==> src/rtl/ime_pkg.sv <==
// Shared definitions for the multi-reference IME top: FSM encoding and width helpers.
package ime_pkg;

  typedef enum logic [2:0] {
    S_IDLE,
    S_LAUNCH,
    S_WAIT,
    S_CMP,
    S_PUSH
  } state_t;

  // Reference-index width: max(1, clog2(ref_num_max)).
  function automatic int ri_len(input int ref_num_max);
    return (ref_num_max <= 2) ? 1 : $clog2(ref_num_max);
  endfunction

  // FIFO entry layout, MSB to LSB: {mvd[32*imvd_len], mb_type[mbt_len], ref_idx[ri]}.
  function automatic int ent_w(input int imvd_len, input int mbt_len, input int ri);
    return 32 * imvd_len + mbt_len + ri;
  endfunction

endpackage

==> src/rtl/ime_res_fifo.sv <==
// Result FIFO toward FME: registered storage, head shown combinationally, push+pop when full allowed.
module ime_res_fifo #(
  parameter int W     = 8,
  parameter int DEPTH = 2
) (
  input  logic         clk,
  input  logic         rstn,
  input  logic         wr_en,
  input  logic [W-1:0] wr_data,
  input  logic         rd_en,
  output logic [W-1:0] rd_data,
  output logic         full,
  output logic         empty
);

  localparam int AW = $clog2(DEPTH);

  logic [DEPTH-1:0][W-1:0] mem;
  logic [AW-1:0]           wr_ptr, rd_ptr;
  logic [AW:0]             cnt;

  assign full    = (cnt == (AW+1)'(DEPTH));
  assign empty   = (cnt == '0);
  assign rd_data = mem[rd_ptr];

  // Power-of-two depth makes the natural pointer overflow the wrap.
  always_ff @(posedge clk or negedge rstn) begin
    if (!rstn) begin
      mem    <= '0;
      wr_ptr <= '0;
      rd_ptr <= '0;
      cnt    <= '0;
    end else begin
      if (wr_en) begin
        mem[wr_ptr] <= wr_data;
        wr_ptr      <= wr_ptr + AW'(1);
      end
      if (rd_en) rd_ptr <= rd_ptr + AW'(1);
      if (wr_en && !rd_en)      cnt <= cnt + (AW+1)'(1);
      else if (!wr_en && rd_en) cnt <= cnt - (AW+1)'(1);
    end
  end

endmodule

==> src/rtl/ime_mref_top.sv <==
// Multi-reference IME top: runs the search engine once per reference, keeps the cheapest pass.
// Optional reference-index cost bias is enabled with `define IME_MREF_BIAS_EN.
module ime_mref_top
  import ime_pkg::*;
#(
  parameter int  REF_NUM_MAX = 4,
  parameter int  IMVD_LEN    = 10,
  parameter int  COST_LEN    = 16,
  parameter int  MBT_LEN     = 10,
  parameter int  FIFO_DEPTH  = 2,
  localparam int RI_LEN      = ri_len(REF_NUM_MAX)
) (
  input  logic                  clk,
  input  logic                  rstn,
  input  logic                  sysif_start_i,
  input  logic [RI_LEN:0]       sysif_ref_num_i,
  input  logic [8:0]            sysif_lambda_i,
  output logic                  sysif_done_o,
  output logic                  eng_start_o,
  output logic [RI_LEN-1:0]     eng_ref_idx_o,
  input  logic                  eng_done_i,
  input  logic [COST_LEN-1:0]   eng_cost_i,
  input  logic [32*IMVD_LEN-1:0] eng_mvd_i,
  input  logic [MBT_LEN-1:0]    eng_mb_type_i,
  output logic                  fmeif_valid_o,
  input  logic                  fmeif_ready_i,
  output logic [32*IMVD_LEN-1:0] fmeif_imv_o,
  output logic [MBT_LEN-1:0]    fmeif_mb_type_o,
  output logic [RI_LEN-1:0]     fmeif_ref_idx_o
);

  localparam int MVW = 32 * IMVD_LEN;
  localparam int EW  = ent_w(IMVD_LEN, MBT_LEN, RI_LEN);

  state_t              state, nxt;
  logic [RI_LEN:0]     n_ref, ref_num_clamped;
  logic [RI_LEN-1:0]   ref_cnt, best_ref;
  logic [COST_LEN-1:0] cap_cost, best_cost, eff_cost;
  logic [MVW-1:0]      cap_mvd, best_mvd;
  logic [MBT_LEN-1:0]  cap_mbt, best_mbt;
  logic                last, win, push, pop, fifo_full, fifo_empty;
  logic [EW-1:0]       head;

  always_comb begin
    ref_num_clamped = sysif_ref_num_i;
    if (sysif_ref_num_i == '0)
      ref_num_clamped = (RI_LEN+1)'(1);
    else if (sysif_ref_num_i > (RI_LEN+1)'(REF_NUM_MAX))
      ref_num_clamped = (RI_LEN+1)'(REF_NUM_MAX);
  end

`ifdef IME_MREF_BIAS_EN
  localparam int BW = COST_LEN + RI_LEN + 9;
  logic [BW-1:0] biased;
  assign biased   = BW'(cap_cost) + BW'(ref_cnt) * BW'(sysif_lambda_i);
  assign eff_cost = (|biased[BW-1:COST_LEN]) ? '1 : biased[COST_LEN-1:0];
`else
  logic unused_lambda;
  assign unused_lambda = ^sysif_lambda_i;
  assign eff_cost      = cap_cost;
`endif

  assign last = ({1'b0, ref_cnt} == n_ref - (RI_LEN+1)'(1));
  // Pass 0 always seeds the best slot so a saturated cost still yields a defined winner.
  assign win  = (ref_cnt == '0) || (eff_cost < best_cost);
  assign pop  = fmeif_valid_o & fmeif_ready_i;

  always_ff @(posedge clk or negedge rstn) begin
    if (!rstn) state <= S_IDLE;
    else       state <= nxt;
  end

  always_comb begin
    nxt         = state;
    eng_start_o = 1'b0;
    push        = 1'b0;
    case (state)
      S_IDLE:   if (sysif_start_i) nxt = S_LAUNCH;
      S_LAUNCH: begin
        eng_start_o = 1'b1;
        nxt         = S_WAIT;
      end
      S_WAIT:   if (eng_done_i) nxt = S_CMP;
      S_CMP:    nxt = last ? S_PUSH : S_LAUNCH;
      S_PUSH:   if (!fifo_full || pop) begin
        push = 1'b1;
        nxt  = S_IDLE;
      end
      default:  nxt = S_IDLE;
    endcase
  end

  always_ff @(posedge clk or negedge rstn) begin
    if (!rstn) begin
      n_ref     <= '0;
      ref_cnt   <= '0;
      cap_cost  <= '0;
      cap_mvd   <= '0;
      cap_mbt   <= '0;
      best_cost <= '1;
      best_mvd  <= '0;
      best_mbt  <= '0;
      best_ref  <= '0;
    end else begin
      case (state)
        S_IDLE: if (sysif_start_i) begin
          n_ref     <= ref_num_clamped;
          ref_cnt   <= '0;
          best_cost <= '1;
        end
        S_WAIT: if (eng_done_i) begin
          cap_cost <= eng_cost_i;
          cap_mvd  <= eng_mvd_i;
          cap_mbt  <= eng_mb_type_i;
        end
        S_CMP: begin
          if (win) begin
            best_cost <= eff_cost;
            best_mvd  <= cap_mvd;
            best_mbt  <= cap_mbt;
            best_ref  <= ref_cnt;
          end
          if (!last) ref_cnt <= ref_cnt + RI_LEN'(1);
        end
        default: ;
      endcase
    end
  end

  assign sysif_done_o  = push;
  assign eng_ref_idx_o = ref_cnt;
  assign fmeif_valid_o = ~fifo_empty;
  assign {fmeif_imv_o, fmeif_mb_type_o, fmeif_ref_idx_o} = head;

  ime_res_fifo #(.W(EW), .DEPTH(FIFO_DEPTH)) u_fifo (
    .clk     (clk),
    .rstn    (rstn),
    .wr_en   (push),
    .wr_data ({best_mvd, best_mbt, best_ref}),
    .rd_en   (pop),
    .rd_data (head),
    .full    (fifo_full),
    .empty   (fifo_empty)
  );

endmodule

==> config.mk <==
export PLATFORM = sky130hd
export DESIGN_NAME = ime_mref_top
export DESIGN_NICKNAME = d
export VERILOG_FILES = /design/src/rtl/ime_pkg.sv /design/src/rtl/ime_res_fifo.sv /design/src/rtl/ime_mref_top.sv
export SDC_FILE = /design/constraint.sdc
export NUM_CORES = 2
export LEC_CHECK = 0
export CORE_MARGIN = 2
export CORE_UTILIZATION = 40
export CTS_BUF_LIST = sky130_fd_sc_hd__clkbuf_4 sky130_fd_sc_hd__clkbuf_8
export DETAILED_ROUTE_END_ITERATION = 16
export PLACE_DENSITY_LB_ADDON = 0.15
export SLEW_MARGIN = 0
export SYNTH_ARGS = -nofsm -noshare
export SYNTH_HDL_FRONTEND = slang
export SYNTH_SLANG_ARGS = --single-unit
==> constraint.sdc <==
create_clock -name clk -period 4.3 [get_ports clk]
set_input_delay 0.645 -clock clk [delete_from_list [all_inputs] [get_ports clk]]
set_output_delay 0.645 -clock clk [all_outputs]
set_load 0.02 [all_outputs]
==> Implementation_results.wiki <==
{| class="wikitable"
! Metric !! Value
|-
| Fraction of the yosys area taken by sequential cells || 61.0%
|-
| Required time reported for the critical path endpoint || 3650 ps
|-
| Clock Pin Slew Worst Setup and Hold Paths || 60 ps
|-
| Yosys reg bits || 1370
|-
| Final hold vios || 0
|-
| Clock Latency Late Sink || 920 ps
|-
| # Post-CTS Setup Buffers || 0
|-
| Ratio of cells with drive above 1 in the final layout || 49.9%
|-
| Synth Net Count || 3758
|-
| Gr usage total || 18.5%
|-
| Number of global-route vias before repair || 32503
|-
| Power per cell area || 671 mW/mm^2
|-
| Number of distinct standard cells referenced by the synthesized netlist || 38
|-
| Die span in y || 379 um
|-
| Maximum net fanout on the critical path || 120
|-
| Final Max Slew Viols || 0
|-
| Kind of path behind the tightest hold check || primary input to register
|-
| Total gr overflow || 0
|-
| Fraction of synthesis flops using an asynchronous set or reset pin || 100%
|-
| Starting DRC count in detailed routing || 1170
|-
| Setup repair after global routing missed its margin || false
|-
| Placer congestion estimate || 0.745
|-
| Most used standard cell by instance count after synthesis || mux2_2
|-
| Total of cells resized after clock tree synthesis || 0
|-
| Longest Clk Path Bufs || 3
|-
| Worst supply voltage drop on vdd || 0.528 mV
|-
| Initial antenna violation count || 48
|-
| Max-slew headroom at the worst pin || 35.8%
|-
| I/O pin count || 700
|-
| Total clock buffers created by CTS || 229
|-
| Count of vias placed by the detailed router || 30386
|-
| Crit path time final || 3850 ps
|-
| Core area || 0.140 sq mm
|-
| Most frequently used flop master after synthesis || dfrtp_1
|-
| Per-cell via count in the routed design || 4.88
|-
| Net count of the finished layout || 4559
|-
| Peak clock frequency supported by timing || 260 MHz
|-
| Largest cells by area after synthesis || dfrtp_1 (60%), mux2_2 (27%), mux2_4 (8.1%)
|-
| Drc violations || 0
|-
| Die footprint || 0.144 sq mm
|-
| Critical path capture point type || output pin
|-
| Nature of the critical path startpoint || register
|-
| Transition time of the tightest slew-check pin || 963 ps
|-
| Status || finished, final reports clean
|-
| Wire length per cell || 21.4 um
|-
| Synthesized cell area || 0.0563 sq mm
|-
| Signed area change from the synthesized netlist to the final layout || 25.1%
|-
| Number of enable-type register cells in the synthesized netlist || 0
|-
| Synth cell count leaders || mux2_2 (1372), dfrtp_1 (1354), mux2_4 (304)
|-
| Yosys top cell area share || 60.2%
|-
| Number of cell rows || 137
|-
| Clock tree root driver cell || clkbuf_8
|-
| Crit path DAT || 3210 ps
|-
| TritonCTS clock tree || built
|-
| Wire length of the first global-routing pass || 203 mm
|-
| Maximum number of pins on one net before global-route repair || 141
|-
| Setup violators final || 0
|-
| Total routed wirelength || 133 mm
|-
| Area used by sequential logic in the layout || 0.0343 sq mm
|-
| Number of warnings issued by yosys || 0
|-
| Antenna-violating nets left || 0
|-
| Max-capacitance violation count || 0
|-
| Total of buffers placed on input and output ports || 690
|-
| Final cell utilization of the core || 50.5%
|-
| Initial Util || 40.3%
|-
| Cells after DPL || 5822
|-
| Most area-hungry cell type in the Yosys netlist || dfrtp_1
|-
| Worst hold margin || 335 ps
|-
| Fillers || 12039
|-
| Syn_area_per_cell || 16.7 sq um
|-
| Sum of net half-perimeters after detailed placement || 86.0 mm
|-
| Drt first pass iters || 4
|-
| Part of the cycle the worst path needs || 89.6%
|-
| Count of H-tree levels built during CTS || 4
|-
| Clk sink count || 1370
|-
| Clock Skew || 52.7 ps
|-
| Die outline width || 379 um
|-
| Final sum of negative setup slack || 0 ps
|-
| Class of the most critical setup path || register to output pin
|-
| Leakage component of the power || 33.4 nW
|-
| Final non-filler cell total || 6230
|-
| Synthesized instance count || 3377
|-
| Combined area of the multi-input logic cells || 0.0209 sq mm
|}
## kinds of logic (layout without fill, tap and decap cells)
| family | count (synthesis) | in the layout | synth area share (%) |
|---|---|---|---|
| compound gates | 35 | 35 | 0.485 |
| xor+xnor | 9 | 9 | 0.140 |
| fa+ha+maj | 18 | 18 | 0.400 |
| buf+inv | 215 | 1172 | 1.98 |
| flops | 1370 | 1370 | 61.0 |
| mux | 1676 | 1676 | 35.6 |
| other cells | 0 | 20 | 0 |
| simple gates | 54 | 54 | 0.467 |
## per-stage QoR
stage / setup slack [ps] / cell area, sq um / power, mW
after floorplan: 1530 / 56300 / 31.3
after global placement: 996 / 65600 / 35.5
after detailed placement: 1020 / 65600 / 35.8
after CTS: 296 / 70400 / 48.1
after global routing: 266 / 70400 / 50.0
final: 449 / 70400 / 47.2
## where the power goes
part	internal, mW	leakage [nW]	total [mW]	switching, mW
Sequential	17.3	17.5	19.8	2.52
Clock	6.73	2.53	11.9	5.20
Combinational	9.38	13.3	15.5	6.11
## registers in the layout, summed over array words and instances, names as in the netlist
signal         flops
state              3
best_mvd         320
eng_ref_idx_o      2
u_fifo.mem       664
u_fifo.cnt         2
cap_cost          16
cap_mvd          320
best_mbt          10
n_ref              3
best_cost         16
cap_mbt           10
u_fifo.rd_ptr      1
u_fifo.wr_ptr      1
best_ref           2
## final timing paths
| check | startpoint | endpoint | slack, ps | depth (start not counted) |
|---|---|---|---|---|
| max in group asynchronous | rstn | u_fifo.rd_ptr$_DFFE_PN0P_ | 2570 | 3 |
| max reg2reg | best_cost[5]$_DFFE_PN1P_ | best_mvd[3]$_DFFE_PN0P_ | 1020 | 10 |
| max | u_fifo.rd_ptr$_DFFE_PN0P_ | fmeif_imv_o[17] | 450 | 3 |
| min reg2reg | cap_mvd[17]$_DFFE_PN0P_ | best_mvd[17]$_DFFE_PN0P_ | 470 | 1 |
| min | eng_mvd_i[54] | cap_mvd[54]$_DFFE_PN0P_ | 330 | 2 |
| min in group asynchronous | rstn | u_fifo.mem[406]$_DFFE_PN0P_ | 370 | 2 |
## metal layers
metal | up-vias | GRT usage [%] | wire length, um
met4 | 48 | 7.73 | 4450
met3 | 271 | 6.27 | 9120
met1 | 15715 | 23.2 | 55900
li1 | 13724 | - | -
met2 | 628 | 29.3 | 63600
met5 | - | 0 | 319
## layout make-up
| class | instances | area share [%] |
|---|---|---|
| tap | 1876 | 3.33 |
| clock buffer | 361 | 6.29 |
| clock inverter | 26 | 0.483 |
| inverter | 20 | 0.107 |
| timing repair buffer | 765 | 11.3 |
| sequential | 1370 | 48.7 |
| multi-input combinational | 1792 | 29.7 |
| antenna | 20 | 0.0711 |
## layout by cell type, fill, tap and decap left out, types with 2 or more instances in the layout
cell type and instances:
nor2_1 9, nor3_1 18, diode_2 20, and2_1 2, clkinv_2 10, nand2b_1 2
inv_12 2, a21oi_1 7, a21o_1 2, ha_1 18, clkinv_8 3, nor3_2 2
bufinv_16 4, a31oi_1 2, dfstp_2 16, dfrtp_1 1353, clkbuf_8 275, clkdlybuf4s50_1 689
o21ai_0 2, xnor2_1 4, xor2_1 5, clkinvlp_4 4, mux2_2 1372, nand2_1 11
a2bb2oi_1 16, mux2_4 304, buf_12 39, buf_4 35, inv_1 20, clkbuf_4 86
## critical path: stages (launching register included)
cell	delay, ps
dfrtp_4	530
buf_12	600
mux2_2	410
clkdlybuf4s50_1	640
## what timing repair did
action,CTS,global route
hold buffers,1,0
hold endpoints to repair,121,0
endpoints found under the setup margin,0,0
Power figures use the tool's default switching activity.
